### config.mk
export PLATFORM = sky130hd
export DESIGN_NAME = encoder_step_counter
export DESIGN_NICKNAME = d
export VERILOG_FILES = /design/src/rtl/encoder_step_counter_pkg.sv /design/src/rtl/encoder_step_counter_sync.sv /design/src/rtl/encoder_step_counter.sv
export SDC_FILE = /design/constraint.sdc
export NUM_CORES = 1
export LEC_CHECK = 0
export CAP_MARGIN = 20
export CELL_PAD_IN_SITES_DETAIL_PLACEMENT = 1
export CELL_PAD_IN_SITES_GLOBAL_PLACEMENT = 2
export CORE_AREA = 2 2 66 81
export DETAILED_ROUTE_END_ITERATION = 6
export DIE_AREA = 0 0 68 83
export HOLD_SLACK_MARGIN = 0.06
export PLACE_DENSITY = 0.79
export SKIP_CTS_REPAIR_TIMING = 1
export SYNTH_ARGS = -nofsm -noshare
export SYNTH_HDL_FRONTEND = slang
export SYNTH_HIERARCHICAL = 1
export SYNTH_SLANG_ARGS = --single-unit
### constraint.sdc
create_clock -name clk -period 2.6 [get_ports clk]
set_input_delay 0.52 -clock clk [delete_from_list [all_inputs] [get_ports clk]]
set_output_delay 0.52 -clock clk [all_outputs]
set_load 0.05 [all_outputs]
### src/rtl/encoder_step_counter_pkg.sv
// Shared state encoding, phase codes and the detent transition function
// for the quadrature encoder step counter.
package enc_pkg;

  typedef enum logic [2:0] {
    IDLE,
    CW1,
    CW2,
    CW3,
    CCW1,
    CCW2,
    CCW3,
    RESYNC
  } enc_state_t;

  localparam logic [1:0] PH_00 = 2'b00;
  localparam logic [1:0] PH_10 = 2'b10;
  localparam logic [1:0] PH_11 = 2'b11;
  localparam logic [1:0] PH_01 = 2'b01;

  typedef struct packed {
    enc_state_t state;
    logic       cw;
    logic       ccw;
    logic       illegal;
  } enc_next_t;

  // One evaluation of the detent tracker; any phase not listed for a state holds it.
  function automatic enc_next_t encNext(input enc_state_t cur, input logic [1:0] s);
    enc_next_t n;
    n.state   = cur;
    n.cw      = 1'b0;
    n.ccw     = 1'b0;
    n.illegal = 1'b0;
    case (cur)
      IDLE: begin
        if (s == PH_10) n.state = CW1;
        else if (s == PH_01) n.state = CCW1;
        else if (s == PH_11) begin
          n.state   = RESYNC;
          n.illegal = 1'b1;
        end
      end
      CW1: begin
        if (s == PH_11) n.state = CW2;
        else if (s == PH_00) n.state = IDLE;
        else if (s == PH_01) begin
          n.state   = RESYNC;
          n.illegal = 1'b1;
        end
      end
      CW2: begin
        if (s == PH_01) n.state = CW3;
        else if (s == PH_10) n.state = CW1;
        else if (s == PH_00) begin
          n.state   = RESYNC;
          n.illegal = 1'b1;
        end
      end
      CW3: begin
        if (s == PH_00) begin
          n.state = IDLE;
          n.cw    = 1'b1;
        end else if (s == PH_11) n.state = CW2;
        else if (s == PH_10) begin
          n.state   = RESYNC;
          n.illegal = 1'b1;
        end
      end
      CCW1: begin
        if (s == PH_11) n.state = CCW2;
        else if (s == PH_00) n.state = IDLE;
        else if (s == PH_10) begin
          n.state   = RESYNC;
          n.illegal = 1'b1;
        end
      end
      CCW2: begin
        if (s == PH_10) n.state = CCW3;
        else if (s == PH_01) n.state = CCW1;
        else if (s == PH_00) begin
          n.state   = RESYNC;
          n.illegal = 1'b1;
        end
      end
      CCW3: begin
        if (s == PH_00) begin
          n.state = IDLE;
          n.ccw   = 1'b1;
        end else if (s == PH_11) n.state = CCW2;
        else if (s == PH_01) begin
          n.state   = RESYNC;
          n.illegal = 1'b1;
        end
      end
      RESYNC: begin
        if (s == PH_00) n.state = IDLE;
      end
      default: n.state = RESYNC;
    endcase
    return n;
  endfunction

endpackage

### src/rtl/encoder_step_counter_sync.sv
// Multi-flop synchroniser for one raw encoder pin; cleared by the synchronous reset.
module enc_sync #(
  parameter int SYNC_STAGES = 2
) (
  input  logic clk,
  input  logic reset,
  input  logic pin,
  output logic synced
);

  logic [SYNC_STAGES-1:0] chain;

  always_ff @(posedge clk) begin
    if (reset) chain <= '0;
    else       chain <= {chain[SYNC_STAGES-2:0], pin};
  end

  assign synced = chain[SYNC_STAGES-1];

endmodule

### src/rtl/encoder_step_counter.sv
// Quadrature encoder front end: synchronised X/Y, 8-state detent tracker,
// registered CW/CCW/illegal pulses and a wrapping or saturating signed position.
module encoder_step_counter
  import enc_pkg::*;
#(
  parameter int POS_WIDTH   = 8,
  parameter int SYNC_STAGES = 2,
  parameter bit WRAP        = 1'b1
) (
  input  logic                        clk,
  input  logic                        reset,
  input  logic                        encInput_X,
  input  logic                        encInput_Y,
  input  logic                        clearPos,
  output logic                        stepCW,
  output logic                        stepCCW,
  output logic                        illegalEdge,
  output logic signed [POS_WIDTH-1:0] position
);

  localparam int CNT_W = $clog2(SYNC_STAGES + 1);
  localparam logic signed [POS_WIDTH:0] MAX_EXT = {2'b00, {(POS_WIDTH-1){1'b1}}};
  localparam logic signed [POS_WIDTH:0] MIN_EXT = {2'b11, {(POS_WIDTH-1){1'b0}}};

  logic                        xSync;
  logic                        ySync;
  logic [1:0]                  s;
  logic [CNT_W-1:0]            settleCnt;
  logic                        settled;
  enc_state_t                  state;
  enc_next_t                   fsmNext;
  logic signed [POS_WIDTH:0]   posExt;
  logic signed [POS_WIDTH:0]   posSum;
  logic signed [POS_WIDTH-1:0] posNext;

  enc_sync #(.SYNC_STAGES(SYNC_STAGES)) syncX (
    .clk    (clk),
    .reset  (reset),
    .pin    (encInput_X),
    .synced (xSync)
  );

  enc_sync #(.SYNC_STAGES(SYNC_STAGES)) syncY (
    .clk    (clk),
    .reset  (reset),
    .pin    (encInput_Y),
    .synced (ySync)
  );

  assign s       = {xSync, ySync};
  assign settled = (settleCnt == '0);

  // The synchroniser is still flushing reset zeros, so its output is not trusted yet.
  always_ff @(posedge clk) begin
    if (reset)          settleCnt <= CNT_W'(SYNC_STAGES);
    else if (!settled)  settleCnt <= settleCnt - CNT_W'(1);
  end

  always_comb begin
    fsmNext = encNext(state, s);
    if (!settled) begin
      fsmNext.state   = state;
      fsmNext.cw      = 1'b0;
      fsmNext.ccw     = 1'b0;
      fsmNext.illegal = 1'b0;
    end
  end

  // One extra bit of headroom lets overflow be detected before wrap or clamp.
  always_comb begin
    posExt = {position[POS_WIDTH-1], position};
    posSum = posExt;
    if (fsmNext.cw)       posSum = posExt + (POS_WIDTH+1)'(1);
    else if (fsmNext.ccw) posSum = posExt - (POS_WIDTH+1)'(1);
    posNext = posSum[POS_WIDTH-1:0];
    if (!WRAP) begin
      if (posSum > MAX_EXT)      posNext = MAX_EXT[POS_WIDTH-1:0];
      else if (posSum < MIN_EXT) posNext = MIN_EXT[POS_WIDTH-1:0];
    end
  end

  always_ff @(posedge clk) begin
    if (reset) begin
      state       <= RESYNC;
      stepCW      <= 1'b0;
      stepCCW     <= 1'b0;
      illegalEdge <= 1'b0;
      position    <= '0;
    end else begin
      state       <= fsmNext.state;
      stepCW      <= fsmNext.cw;
      stepCCW     <= fsmNext.ccw;
      illegalEdge <= fsmNext.illegal;
      position    <= clearPos ? '0 : posNext;
    end
  end

endmodule

# After elaboration in Yosys (flattened, before gate mapping)

Cells that the tools add are included.

Input port bits: 5
Word-level logic and storage cells: 75
Output and inout bits: 11
Register bits after elaboration: 20

Bitwise operators: 1
Muxes and demuxes: 44
Reduce and logical (&&, ||, !) cells: 7
Equality and inequality tests: 12
Add/subtract/negate cells: 3

Operator list:

| kind                  | count |
|---|---|
| $mux W3               | 20 |
| $pmux W3 S8           | 1 |
| $mux W1               | 20 |
| $mux W8               | 2 |
| $eq A3 B3 Y1 const B  | 4 |
| $add A8 B2 Y8 const B | 1 |
| $sub A8 B2 Y8 const B | 1 |
| $pmux W1 S7           | 1 |
| $eq A3 B2 Y1 const B  | 2 |
| $eq A2 B2 Y1 const B  | 2 |
| $logic_not A2 Y1      | 2 |
| $ne A4 B4 Y1 const B  | 1 |
| $reduce_or A2 Y1      | 2 |
| $eq A3 B1 Y1 const B  | 1 |
| $logic_not A3 Y1      | 1 |
| $reduce_and A3 Y1     | 1 |
| $eq A2 B1 Y1 const B  | 1 |
| $ne A2 B2 Y1 const B  | 1 |
| $reduce_bool A2 Y1    | 1 |
| $sub A2 B1 Y2 const B | 1 |
| $not A1 Y1            | 1 |

# Depth between registers and ports, before layout

Gate-level depths: netlist of run 1.

Depth after elaboration: 8
Depth in mapped cells: 11
Gate-level depth less buffers: 11

# Cells and area by module

Netlist of run 1, hierarchy kept.

By module, submodules not included:

| module               | cells each | times used | area an instance (sq um) | seq. area each (sq um) |
|---|---|---|---|---|
| encoder_step_counter | 157        | 1          | 1315.0                   | 320.3 |
| enc_sync             | 4          | 2          | 52.6                     | 40.0 |

# Worst setup path before layout of run 1

No wires, ideal clock.

Path kind: register -> register
From: reg syncX.chain[1]
To: reg position[6]
Period minus slack after synthesis: 2.524 ns
Setup time: 0.120 ns
Required time: 2.480 ns
Path slack: 0.076 ns
Cell stages (with the launch flop): 11
Arrival: 2.404 ns
Cell sequence: dfxtp_1 > inv_1 > ha_1 > nand3_1 > nand2b_1 > inv_2 > fa_1 > nand3b_1 > a21boi_0 > o21ai_0 > a211o_1

RTL lines:

| what                     | line                            | text |
|---|---|---|
| start: declaration       | encoder_step_counter_sync.sv:11 | `logic [SYNC_STAGES-1:0] chain;` |
| start signal: assignment | encoder_step_counter_sync.sv:15 | `else chain <= {chain[SYNC_STAGES-2:0], pin};` |
| end signal: assignment   | encoder_step_counter.sv:94      | `position <= clearPos ? '0 : posNext;` |
| end: declaration         | encoder_step_counter.sv:18      | `output logic signed [POS_WIDTH-1:0] position` |

# Worst setup path after layout of run 1

From: reg syncY.chain[1]
To: reg position[7]

Cells in the longest elaborated chain, start to end: 5
Elaborated cells between the ends (all ways): 7
Those cells by class: mux (5); reduce/logical (2)

Ends and longest elaborated chain:

| what                                                 | line                                                           | text |
|---|---|---|
| start: declaration                                   | encoder_step_counter_sync.sv:11                                |  |
| start signal: assignment                             | encoder_step_counter_sync.sv:15                                |  |
| $logic_not A2 Y1 *                                   | encoder_step_counter_pkg.sv:61, encoder_step_counter_pkg.sv:87 |  |
| $mux W1 *                                            | encoder_step_counter_pkg.sv:61, encoder_step_counter_pkg.sv:87 |  |
| $mux W1                                              | encoder_step_counter_pkg.sv:35                                 | `case (cur)` |
| $mux W3 *                                            | encoder_step_counter.sv:61                                     | `if (!settled) begin` |
| $mux W8 / $reduce_bool A2 Y1 (equally long branches) | -                                                              |  |

Mark *: on every way between the ends. The rest lies on a longest branch, timed or not.
A chain may end at the register's enable or synchronous reset.

==> metrics.yaml, run 1 <==
run_status:
  status: "finished, final reports clean"
min_path:
  worstHoldEndpoint: "syncY/chain[1]"
  hold_path.class: "register to register"
  min_delay_path_depth: 1
  min_from: "syncY/chain[0]"
synth:
  syn-cell-area_sq_um: 1420
  ys_seq_area_frac: 0.282
  yosys_warnings: 6
  synth.largest_area_cell: "dfxtp_1"
  postSynthAreaPerCell_sq_um: 8.61
  synth_edf_count: 0
  yosysMostFrequentCell: "dfxtp_1"
  synth_cells: 165
  ys_types: 50
  ys_seq_elements: 20
  synth-main-ff-cell: "dfxtp_1"
  synth_top_area_share: 0.282
  syn_nets: 185
  synth.top_cells.by_count: "20 x dfxtp_1, 14 x ha_1, 14 x nor2_1"
  synthTopCellsByArea: "dfxtp_1 28%, ha_1 12%, a21oi_1 4.2%"
  async_reset_ff_frac: 0
clock_tree:
  path_clk_slew_ns: 0.08
  clockBufferDepth: 2
  clk_latency_ns: 0.26
  cts_tree: "built"
  numCtsBuffers: 3
  h-tree-depth: 1
  cts.sinks: 20
  cts_root_buf: "clkbuf_8"
setup_path:
  slowest_stage: "ha_1"
  cp_max_fo: 6
  ff2ff_path_depth: 11
  required_ns: 2.79
  crit_path_frequent_cell: "mux2i_1"
  cp-start-kind: "register"
  timing.rr.start: "syncY/chain[1]"
  cp_top_family: "adder cells"
  cp.arrival_ns: 2.56
  path_class: "register to register"
  worstReg2RegEnd: "position[7]"
  rrSetupSlack_ns: 0.23
  cpPeakStageDelay_ns: 0.33
  path_buf_inv: 2
  worstPathCellList: "inv_1 -> ha_4 -> nand3_1 -> nand2b_4 -> buf_4 -> ha_1 -> a21oi_2 -> o21ai_0 -> nor2_1 -> mux2i_1 -> mux2i_1"
  cp.depth: 11
  cp-end-kind: "register"
cells_and_area:
  area_growth_pct: 25.2
  nFillCells: 572
  drive_gt1_frac: 0.150
  multiInputGateArea_sq_um: 957
  design_area_sq_um: 1780
  fin_nets: 208
  seq_area_sq_um: 400
  antenna_cells: 0
detailed_routing:
  vias: 1340
  drc: 0
  vias_per_cell: 5.43
  ant_nets: 0
  wl_mm: 3.93
  wl_per_cell_um: 15.9
  drtIter0Drc: 78
  firstDrtPassIters: 4
sta:
  relSlewSlack: 0.655
  final.min_clock_period_ns: 2.37
  rsz0062_at_grt: "false"
  finalSetupViolCount: 0
  layout_setup_ws_ns: 0.235
  holdWs_ns: 0.443
  final_max_slew_viol_count: 0
  finalClockSkew_ns: 0.00695
  finalCritPeriodShare: 0.910
  fmax_mhz: 423
  tightest_slew_ns: 0.515
  hold_violations: 0
global_route:
  grt_max_degree: 19
  grt.total_usage: 0.155
  antenna_found_initial: 0
  grt_overflow_total: 0
  grt_pass1_vias: 1471
  grt_pass1_wl_mm: 6.86
place:
  dpl_cell_area_sq_um: 1680
  numPortBuffers: 15
  place_congestion: 0.876
  pre_cts_ws_ns: -0.00760
  dpl.hpwl_mm: 3.09
die:
  fp.dieArea_sq_um: 5640
  io_pins: 16
  fp.dieH_um: 83
  rows: 28
  start_util: 0.294
  die_x_um: 68
  coreArea_sq_um: 4830
power_and_ir_drop:
  ir_drop_mv: 0.247
  power.density_nw_per_um2: 700
  leakage_uw: 0.000747
job:
  drv_cap: 0
routing by layer:
metal	part of all wire	global-route usage	vias up
li1	-	-	635
met1	0.40	0.178	659
met5	0	0	-
met2	0.54	0.276	32
met3	0.032	0.0244	14
met4	0.032	0.0582	0
flip-flops by register name, summed over array words and instances (netlist names):
signal,count
state,3
settleCnt,2
syncX/chain,2
position,8
illegalEdge,1
stepCW,1
stepCCW,1
syncY/chain,2
power by group:
group          switching (uW)  internal (uW)  total [uW]
clock network             106            205         311
logic                     328            238         566
registers                20.5            347         368
placed cells by master (no fill, tap or decap), types with 2 or more instances in the layout:
master	instances
o32ai_1	3
nor3_1	2
clkbuf_8	3
nand2b_1	6
o31ai_1	3
nand2_1	9
mux2i_1	3
nand3_1	7
nor2_1	14
xor2_1	2
nor4_1	2
dfxtp_1	20
inv_2	2
nor2b_1	7
a21oi_1	11
xnor2_1	2
o211ai_1	2
a221o_1	2
buf_4	11
ha_1	13
a21o_1	3
o21ai_0	6
o21ai_1	2
clkdlybuf4s50_1	15
inv_1	9
area by class of cell:
class,count,share of cell area
clock buffer,3,0.0232
clock inverter,1,0.0169
inverter,11,0.0232
multi-input combinational,126,0.538
sequential,20,0.225
tap,60,0.0422
timing repair buffer,26,0.131
cell families after synthesis:
logic type / synth area share
adder cells (fa/ha/maj): 0.137
multiplexers: 0.0449
AND/OR/NAND/NOR: 0.219
buffers and inverters: 0.0643
flip-flops: 0.282
XOR/XNOR: 0.0247
AO/OA/AOI/OAI: 0.227
stage by stage:
| step | utilization | instances | setup TNS (ns) | power [uW] |
|---|---|---|---|---|
| after CTS | 0.362 | 247 | -0.0155 | 1240 |
| after detailed placement | 0.347 | 243 | -0.00760 | 924 |
| after global placement | 0.347 | 243 | 0 | 906 |
| after floorplan | - | 165 | 0 | 782 |
| after global routing | 0.368 | 247 | 0 | 1340 |
| final | 0.368 | 247 | 0 | 1250 |
how the worst max path moves through the flow:
stage,from,endpoint,slack [ns]
6_report,syncY/chain[1],position[7],0.23
5_1_grt,syncY/chain[1],position[7],0.03
4_1_cts,syncY/chain[1],position[7],-0.02
3_5_place_dp,syncY/chain[1],position[7],-0.008
3_3_place_gp,syncY/chain[1],position[7],0.13
2_1_floorplan,syncX/chain[1],position[6],0.08
No activity file was read; power rests on OpenSTA's default activity.
==> run 2: changes to the inputs <==
Settings changed: ABC_AREA set to 1, CORE_AREA 2 2 66 81 to 2 2 72 87, DIE_AREA 0 0 68 83 to 0 0 74 89, PLACE_DENSITY 0.79 to 0.8.
==> metrics.yaml, run 2 <==
job:
  drv_cap: 0  # unchanged
detailed_routing:
  vias_per_cell: 4.38  # was 5.43
  vias: 1471  # was 1,340
  wl_mm: 4.00  # was 3.93 mm
  drc: 0  # unchanged
  ant_nets: 0  # unchanged
  firstDrtPassIters: 4  # unchanged
  wl_per_cell_um: 11.9  # was 15.9 um
  drtIter0Drc: 47  # was 78
setup_path:
  cp-start-kind: "register"  # unchanged
  cp.arrival_ns: 2.41  # was 2.56 ns
  timing.rr.start: "syncX/chain[1]"  # was syncY/chain[1]
  cpPeakStageDelay_ns: 0.34  # was 0.33 ns
  worstPathCellList: "inv_1 -> ha_1 -> nand2_1 -> inv_1 -> nand2_4 -> ha_1 -> or2_2 -> nand3_1 -> nand3_1 -> a21oi_1 -> nor2_1"  # was inv_1 -> ha_4 -> nand3_1 -> nand2b_4 -> buf_4 -> ha_1 -> a21oi_2 -> o21ai_0 -> nor2_1 -> mux2i_1 -> mux2i_1
  slowest_stage: "ha_1"  # unchanged
  cp_max_fo: 11  # was 6
  required_ns: 2.77  # was 2.79 ns
  path_class: "register to register"  # unchanged
  crit_path_start: "syncX/chain[1]"  # was syncY/chain[1]
  cp-end-kind: "register"  # unchanged
min_path:
  min_from: "syncX/chain[0]"  # was syncY/chain[0]
  hold_path.class: "register to register"  # unchanged
global_route:
  grt_overflow_total: 0  # unchanged
  grt_max_degree: 15  # was 19
  grt_pass1_wl_mm: 6.89  # was 6.86 mm
  grt.total_usage: 0.137  # was 0.155
  antenna_found_initial: 0  # unchanged
  grt_pass1_vias: 1509  # was 1,471
cells_and_area:
  drive_gt1_frac: 0.121  # was 0.150
  reg.largest.list: "position: 8 flops, state: 3 flops"  # unchanged
  seq_area_sq_um: 400  # unchanged
  nFillCells: 731  # was 572
  final_common_cell: "nand2_1"  # was dfxtp_1
  regMostFlops: "position"  # unchanged
  area_growth_pct: 18.9  # was 25.2%
  antenna_cells: 0  # unchanged
  multiInputGateArea_sq_um: 967  # was 957 sq um
  fin_nets: 277  # was 208
  largest_reg_flops: 8  # unchanged
  fin_cells: 336  # was 247
  mostFrequentLayoutCells: "63 x nand2_1, 37 x inv_1, 29 x nor2_1"  # was 20 x dfxtp_1, 15 x clkdlybuf4s50_1, 14 x nor2_1
synth:
  synth-main-ff-cell: "dfxtp_1"  # unchanged
  synth_edf_count: 0  # unchanged
  yosys_warnings: 6  # unchanged
  ys_seq_elements: 20  # unchanged
  syn-cell-area_sq_um: 1570  # was 1420 sq um
  ys_types: 30  # was 50
  ys_seq_area_frac: 0.255  # was 0.282
  yosysMostFrequentCell: "nand2_1"  # was dfxtp_1
  synth_top_area_share: 0.255  # was 0.282
  syn_nets: 256  # was 185
  synthTopCellsByArea: "dfxtp_1 26%, nand2_1 15%, ha_1 11%"  # was dfxtp_1 28%, ha_1 12%, a21oi_1 4.2%
  async_reset_ff_frac: 0  # unchanged
  postSynthAreaPerCell_sq_um: 6.64  # was 8.61 sq um
  synth_cells: 236  # was 165
  synth.top_cells.by_count: "63 x nand2_1, 37 x inv_1, 29 x nor2_1"  # was 20 x dfxtp_1, 14 x ha_1, 14 x nor2_1
  synth.largest_area_cell: "dfxtp_1"  # unchanged
clock_tree:
  clockBufferDepth: 2  # unchanged
  h-tree-depth: 1  # unchanged
  path_clk_slew_ns: 0.08  # about the same
  cts_root_buf: "clkbuf_8"  # unchanged
  clk_latency_ns: 0.27  # was 0.26 ns
  numCtsBuffers: 3  # unchanged
  cts.sinks: 20  # unchanged
  cts_tree: "built"  # unchanged
die:
  fp.dieH_um: 89  # was 83 um
  fp.dieArea_sq_um: 6590  # was 5640 sq um
  die_x_um: 74  # was 68 um
  coreArea_sq_um: 5670  # was 4830 sq um
  io_pins: 16  # unchanged
  start_util: 0.277  # was 0.294
  rows: 30  # was 28
sta:
  finalCritPeriodShare: 0.863  # was 0.910
  final.min_clock_period_ns: 2.24  # was 2.37 ns
  finalClockSkew_ns: 0.0144  # was 0.00695 ns
  finalSetupViolCount: 0  # unchanged
  final_max_slew_viol_count: 0  # unchanged
  tns_ns: 0  # unchanged
  hold_violations: 0  # unchanged
  relSlewSlack: 0.668  # was 0.655
  tightest_slew_ns: 0.497  # was 0.515 ns
  fmax_mhz: 446  # was 423 MHz
  rsz0062_at_grt: "false"  # unchanged
power_and_ir_drop:
  seq_power_share: 0.318  # was 0.296
  p_sw_frac: 0.429  # was 0.365
  p_int_uw: 682  # was 791 uW
  p_sw_uw: 512  # was 455 uW
  ir_drop_mv: 0.286  # was 0.247 mV
  leakage_uw: 0.000957  # was 0.000747 uW
  pwr-share-clk: 0.204  # was 0.250
  power.density_nw_per_um2: 641  # was 700 nW/um^2
  combPwrFrac: 0.478  # was 0.454
place:
  dpl.hpwl_mm: 3.26  # was 3.09 mm
  placed_cells: 332  # was 243
  numPortBuffers: 15  # unchanged
  place_congestion: 0.804  # was 0.876
run_status:
  status: "finished, final reports clean"  # unchanged
## run 2: cell count changes after synthesis, sizes merged, moves of 7 or more
cell	delta
nand2	+57
inv	+28
nor2	+19
nand3	+10
o21ai	+9
nand2b	-8
nor2b	-7
## run 2: routing by layer
metal	share of wire	routed length, um	GRT usage
met4	0.026	105	0.0694
met2	0.50	2020	0.238
met3	0.019	77	0.0180
met5	0	0	0
met1	0.45	1800	0.163
## run 2: cell type report
class | instances | share of cell area
Timing Repair Buffer | 21 | 0.105
Inverter | 39 | 0.0785
Sequential cell | 20 | 0.215
Clock buffer | 4 | 0.0295
Multi-Input combinational cell | 172 | 0.519
Tap cell | 80 | 0.0537
## run 2: path summary, 6_finish.rpt
kind,end,slack [ns],depth (start not counted)
worst max-delay path,position[7],0.36,11
worst min-delay path,syncX/chain[1],0.41,2
worst max register to register,position[7],0.36,11
worst min register to register,syncX/chain[1],0.41,2
## run 2: kinds of logic after synthesis
| family | synth area share |
|---|---|
| fa+ha+maj | 0.125 |
| compound gates | 0.124 |
| simple gates | 0.351 |
| flops | 0.255 |
| xor+xnor | 0.0168 |
| buf+inv | 0.128 |
## run 2: stage by stage
step                      hold WS [ns]  worst slack, ns  total power [uW]  instance area [sq um]  utilization
after floorplan                  0.388            0.388               832                   1570            -
after global placement           0.391            0.422               957                   1810        0.319
after detailed placement         0.400            0.331               972                   1810        0.319
after CTS                        0.411            0.335              1220                   1860        0.329
after global routing             0.430           0.0588              1310                   1860        0.329
final                            0.408            0.356              1190                   1860        0.329
## run 2: power groups by stage
stage | Clock (uW) | Sequential, uW | Combinational (uW)
4_1_cts | 254 | 382 | 586
6_report | 244 | 380 | 570
5_1_grt | 270 | 386 | 657
3_3_place_gp | 0 | 387 | 570
3_5_place_dp | 0 | 389 | 583
2_1_floorplan | 0 | 435 | 397
## run 2: worst max-delay path, delay by kind of cell, from the launching register on
kind | cells | cell delay, ns
AOI/OAI and AO/OA | 1 | 0.17
adders and majority gates | 2 | 0.58
DFF | 1 | 0.31
and+or+nand+nor | 6 | 0.81
buffers and inverters | 2 | 0.26
